### src/rtl/gcd_request_scheduler.sv
// gcd_request_scheduler: round-robin sharing of one GCD engine among four requesters,
// with local zero-operand bypass and a sticky watchdog fault on engine stall.
module gcd_request_scheduler #(
  parameter int W = 16,
  parameter int TIMEOUT = 70000
) (
  input  logic           clk,
  input  logic           rst_n,
  input  logic [3:0]     req,
  input  logic [4*W-1:0] a_in,
  input  logic [4*W-1:0] b_in,
  output logic [3:0]     ack,
  output logic           rsp_valid,
  output logic [1:0]     rsp_id,
  output logic [W-1:0]   rsp_gcd,
  output logic           rsp_err,
  output logic           fault,
  output logic           eng_start,
  output logic [W-1:0]   eng_a,
  output logic [W-1:0]   eng_b,
  input  logic           eng_done,
  input  logic [W-1:0]   eng_gcd
);
  localparam int TW = $clog2(TIMEOUT + 1);
  typedef enum logic [2:0] {IDLE, ISSUE, BUSY, DRAIN, RESP, FAULT} state_t;
  state_t         state_q, state_d;
  logic [1:0]     ptr_q, ptr_d, id_q, id_d, rsp_id_q, rsp_id_d, gnt;
  logic [W-1:0]   a_q, a_d, b_q, b_d, res_q, res_d, rsp_gcd_q, rsp_gcd_d, ga, gb;
  logic           rsp_err_q, rsp_err_d, fault_q, fault_d, found;
  logic [TW-1:0]  timer_q, timer_d;
  // first requesting index at or after ptr, wrapping mod 4
  always_comb begin
    found = 1'b0;
    gnt = ptr_q;
    for (int k = 0; k < 4; k++) begin
      if (!found && req[ptr_q + 2'(k)]) begin
        found = 1'b1;
        gnt = ptr_q + 2'(k);
      end
    end
    ga = a_in[gnt*W +: W];
    gb = b_in[gnt*W +: W];
  end
  always_comb begin
    state_d = state_q;
    ptr_d = ptr_q;
    id_d = id_q;
    a_d = a_q;
    b_d = b_q;
    res_d = res_q;
    rsp_id_d = rsp_id_q;
    rsp_gcd_d = rsp_gcd_q;
    rsp_err_d = rsp_err_q;
    fault_d = fault_q;
    timer_d = timer_q;
    ack = 4'b0;
    case (state_q)
      IDLE: if (found) begin
        ack[gnt] = 1'b1;
        id_d = gnt;
        a_d = ga;
        b_d = gb;
        if (ga == '0 || gb == '0) begin
          rsp_id_d = gnt;
          rsp_gcd_d = ga | gb;
          rsp_err_d = (ga == '0 && gb == '0);
          state_d = RESP;
        end else state_d = ISSUE;
      end
      ISSUE: begin
        timer_d = '0;
        state_d = BUSY;
      end
      BUSY: if (eng_done) begin
        res_d = eng_gcd;
        state_d = DRAIN;
      end else if (timer_q == TW'(TIMEOUT - 1)) begin
        rsp_id_d = id_q;
        rsp_gcd_d = '0;
        rsp_err_d = 1'b1;
        fault_d = 1'b1;
        state_d = RESP;
      end else timer_d = timer_q + TW'(1);
      // hold off until the engine has dropped done and is idle again
      DRAIN: if (!eng_done) begin
        rsp_id_d = id_q;
        rsp_gcd_d = res_q;
        rsp_err_d = 1'b0;
        state_d = RESP;
      end
      RESP: begin
        ptr_d = id_q + 2'd1;
        state_d = fault_q ? FAULT : IDLE;
      end
      default: ;
    endcase
  end
  always_ff @(posedge clk) begin
    if (!rst_n) begin
      state_q <= IDLE;
      ptr_q <= '0;
      id_q <= '0;
      a_q <= '0;
      b_q <= '0;
      res_q <= '0;
      rsp_id_q <= '0;
      rsp_gcd_q <= '0;
      rsp_err_q <= 1'b0;
      fault_q <= 1'b0;
      timer_q <= '0;
    end else begin
      state_q <= state_d;
      ptr_q <= ptr_d;
      id_q <= id_d;
      a_q <= a_d;
      b_q <= b_d;
      res_q <= res_d;
      rsp_id_q <= rsp_id_d;
      rsp_gcd_q <= rsp_gcd_d;
      rsp_err_q <= rsp_err_d;
      fault_q <= fault_d;
      timer_q <= timer_d;
    end
  end
  assign rsp_valid = (state_q == RESP);
  assign rsp_id = rsp_id_q;
  assign rsp_gcd = rsp_gcd_q;
  assign rsp_err = rsp_err_q;
  assign fault = fault_q;
  assign eng_start = (state_q == ISSUE);
  assign eng_a = a_q;
  assign eng_b = b_q;
endmodule

### config.mk
export PLATFORM = sky130hd
export DESIGN_NAME = gcd_request_scheduler
export DESIGN_NICKNAME = d
export VERILOG_FILES = /design/src/rtl/gcd_request_scheduler.sv
export SDC_FILE = /design/constraint.sdc
export NUM_CORES = 1
export LEC_CHECK = 0
export ABC_AREA = 1
export CAP_MARGIN = 10
export CORE_ASPECT_RATIO = 0.75
export CORE_MARGIN = 2
export CORE_UTILIZATION = 42
export CTS_CLUSTER_DIAMETER = 50
export DETAILED_ROUTE_END_ITERATION = 7
export MAX_ROUTING_LAYER = met4
export PLACE_DENSITY = 0.76
export SLEW_MARGIN = 15
export SYNTH_ARGS = -nofsm -noshare
export SYNTH_HDL_FRONTEND = slang
export SYNTH_SLANG_ARGS = --single-unit
### constraint.sdc
create_clock -name clk -period 2.4 [get_ports clk]
set_input_delay 0.48 -clock clk [delete_from_list [all_inputs] [get_ports clk]]
set_output_delay 0.48 -clock clk [all_outputs]
set_load 0.01 [all_outputs]
==> flow_metrics.py <==
metrics = {
    "outcome": {
        "status": "complete, but fails checks",
        "violations": "setup timing",
    },
    "worst_setup_path": {
        "r2r_slack_ns": -0.60,
        "cpMaxStageDelayCell": "dfxtp_4",
        "end_kind": "flip-flop",
        "cp_common_cell": "nand2_1",
        "cp_max_fo": 8,
        "max_stage_delay_ns": 0.38,
        "startpoint": "ptr_q[0]",
        "critPathKind": "reg2reg",
        "reg2reg_from": "ptr_q[0]",
        "critPathBufInv": 5,
        "critPathLaunchType": "flip-flop",
        "reg2regPathDepth": 26,
        "cp.arrival_ns": 3.28,
        "path_delay_family": "simple AND/OR/NAND/NOR gates",
        "r2r-end": "rsp_id[0]",
        "worstPathRequired_ns": 2.68,
    },
    "yosys": {
        "synth_enable_flop_cells": 0,
        "synth_cell_types": 36,
        "syn_inst": 1059,
        "syn_area_per_cell_um2": 5.71,
        "synth_warnings": 0,
        "synthArstFlopShare_pct": 0,
        "synthFlopType": "dfxtp_1",
        "ys_seq_elements": 92,
        "synthesis.nets": 1211,
        "synth_area_um2": 6040,
        "ys_seq_area_share_pct": 30.5,
    },
    "final_layout": {
        "nets": 1517,
        "drive_above_1_share_pct": 25.5,
        "area_growth_pct": 73.8,
        "final_cells": 1545,
        "final_common_cell": "nand2_1",
        "final_area_um2": 10500,
        "final_cell_mix": "nand2_1 (323), clkdlybuf4s50_1 (199), inv_1 (111), dfxtp_1 (88), buf_4 (88)",
        "n_fill_cell": 1016,
        "diodes": 0,
    },
    "sta": {
        "grt_setup_unrepaired": "yes",
        "fin_setup_tns_ns": -14.09,
        "slew_headroom_pct": 72.8,
        "worst_pin_slew_ns": 0.406,
        "timing.final.crit_share_pct": 125,
        "min_period_ns": 3.00,
        "finalHoldViolations": 0,
        "worst_slack_ns": -0.599,
        "slew_violations": 0,
        "clock_skew_ns": 0.00686,
        "finalSetupViolCount": 38,
        "clock.fmax_mhz": 333,
    },
    "global_routing": {
        "grt_max_degree": 42,
        "grt_pass1_wl_mm": 34.6,
        "antenna_found_initial": 0,
        "grt_overflow": 0,
        "grt_pass1_vias": 7260,
        "grt_use_total_pct": 29.2,
    },
    "drt": {
        "drtIter0Drc": 679,
        "routed-via-count": 7995,
        "ant_nets": 0,
        "wl_per_cell_um": 15.5,
        "wirelength_mm": 23.9,
        "viasPerCell": 5.17,
        "drt_pre_antenna_iters": 5,
        "remaining_drc_errors": 0,
    },
    "min_path": {
        "min_path_type": "in2reg",
        "hp-start": "rst_n",
        "min_path_cells": 2,
        "whs_endpoint": "fault",
    },
    "die": {
        "initial_utilization_pct": 43.5,
        "die_w_um": 143,
        "coreArea_um2": 13900,
        "io-pin-count": 209,
        "fp-row-count": 37,
        "dieArea_um2": 15400,
        "die_height_um": 108,
    },
    "clock_network": {
        "holdBufCountCts": 0,
        "clk_pin_slew_ns": 0.06,
        "cts.htree.levels": 3,
        "clock_path_buffers": 2,
        "cts_root_buf": "clkbuf_16",
        "cts_made_buffers": 9,
        "cts_tree": "yes",
        "clock_latency_ns": 0.35,
        "cts_num_sinks": 92,
    },
    "flow_run": {
        "maxCapViolations": 0,
    },
    "placement": {
        "place_ws_ns": -0.963,
        "routabilityCongestion": 0.874,
        "io_buffers": 208,
        "place_area_um2": 8950,
        "hpwl_mm": 15.9,
        "placedCellCount": 1489,
    },
    "power_and_ir_drop": {
        "power_mw": 19.1,
        "leakagePower_nw": 5.08,
        "peakVddDrop_uv": 919,
        "p_per_area_nw_per_um2": 1810,
    },
}
## how the worst max path moves through the flow
stage / endpoint / slack (ns) / cells past startpoint
after floorplan: rsp_gcd[13] / -0.11 / 24
after global placement: rsp_gcd[11] / -0.90 / 21
after detailed placement: rsp_gcd[12] / -0.96 / 21
after CTS: rsp_id[0] / -0.46 / 24
after global routing: rsp_id[0] / -0.73 / 25
final: rsp_id[0] / -0.60 / 26
## worst reg2reg max path: cells and delay by family, from the launching register on
family	cells	cell delay (ns)
simple gates	21	1.94
flops	1	0.38
buf+inv	5	0.63
## per-layer routing
metal / track usage (%) / wire length (um) / part of all wire [%]
met1: 36.9 / 10100 / 42
met2: 47.9 / 11300 / 47
met4: 7.43 / 591 / 2.5
met3: 6.05 / 1930 / 8.1
met5: - / 0 / 0
## synth_stat cells, types with 2 or more instances
library cell	number	share of area, %
nand2_1	408	25
inv_1	127	7.9
nor2_1	99	6.1
dfxtp_1	92	30
nand3_1	84	7.0
a21oi_1	68	5.6
o21ai_0	64	5.3
clkbuf_1	20	1.2
buf_2	17	1.4
nor3_1	14	1.2
buf_4	7	0.87
nand2_2	6	0.62
o21ai_1	6	0.50
buf_1	5	0.31
buf_6	5	0.93
nand4_1	5	0.52
a31oi_1	3	0.31
clkinv_1	3	0.19
inv_2	3	0.19
nand2_4	3	0.56
a211oi_1	2	0.25
nand3_2	2	0.33
nand3b_1	2	0.25
o21a_1	2	0.25
## metrics by stage
| stage | utilization, % | hold slack (ns) |
|---|---|---|
| after global routing | 75.6 | 0.431 |
| final | 75.6 | 0.425 |
| after floorplan | - | 0.422 |
| after global placement | 64.5 | 0.432 |
| after CTS | 69.5 | 0.407 |
| after detailed placement | 64.5 | 0.440 |
## kinds of logic (layout without fill, tap and decap cells)
family,Yosys count,count (layout),share of synthesized area [%]
and+or+nand+nor,628,628,43.1
buffers and inverters,188,499,13.1
AOI/OAI and AO/OA,149,149,13.0
DFF,92,92,30.5
adders and majority gates,1,1,0.207
xor gates and xnor gates,1,1,0.145
## flip-flops by register name (all words and copies together), names as in the netlist
signal,cells
timer_q,17
eng_a,16
eng_b,16
res_q,16
rsp_gcd,16
state_q,3
id_q,2
ptr_q,2
rsp_id,2
fault,1
rsp_err,1
## layout make-up
cell class	count	area (um^2)	share of cell area, %
sequential	92	1850	17.6
clock buffer	10	239	2.28
tap	175	219	2.08
timing repair inverter	2	46.3	0.441
inverter	134	544	5.18
multi-input combinational	779	4030	38.4
clock inverter	6	96.3	0.917
timing repair buffer	347	3480	33.1
## power by group
part	switching, mW	internal (mW)	leakage [nW]
Clock	0.632	0.952	0.161
Sequential	0.318	1.97	0.754
Combinational	8.31	6.88	4.16
Total	9.26	9.80	5.08
## what timing repair did
| item | in CTS | in global routing |
|---|---|---|
| cloned | 4 | 6 |
| setup endpoints to repair | 51 | 65 |
| buffers inserted | 12 | 20 |
| resized for setup | 74 | 220 |
| pin swaps | 22 | 61 |
No activity file was read; power rests on OpenSTA's default activity.
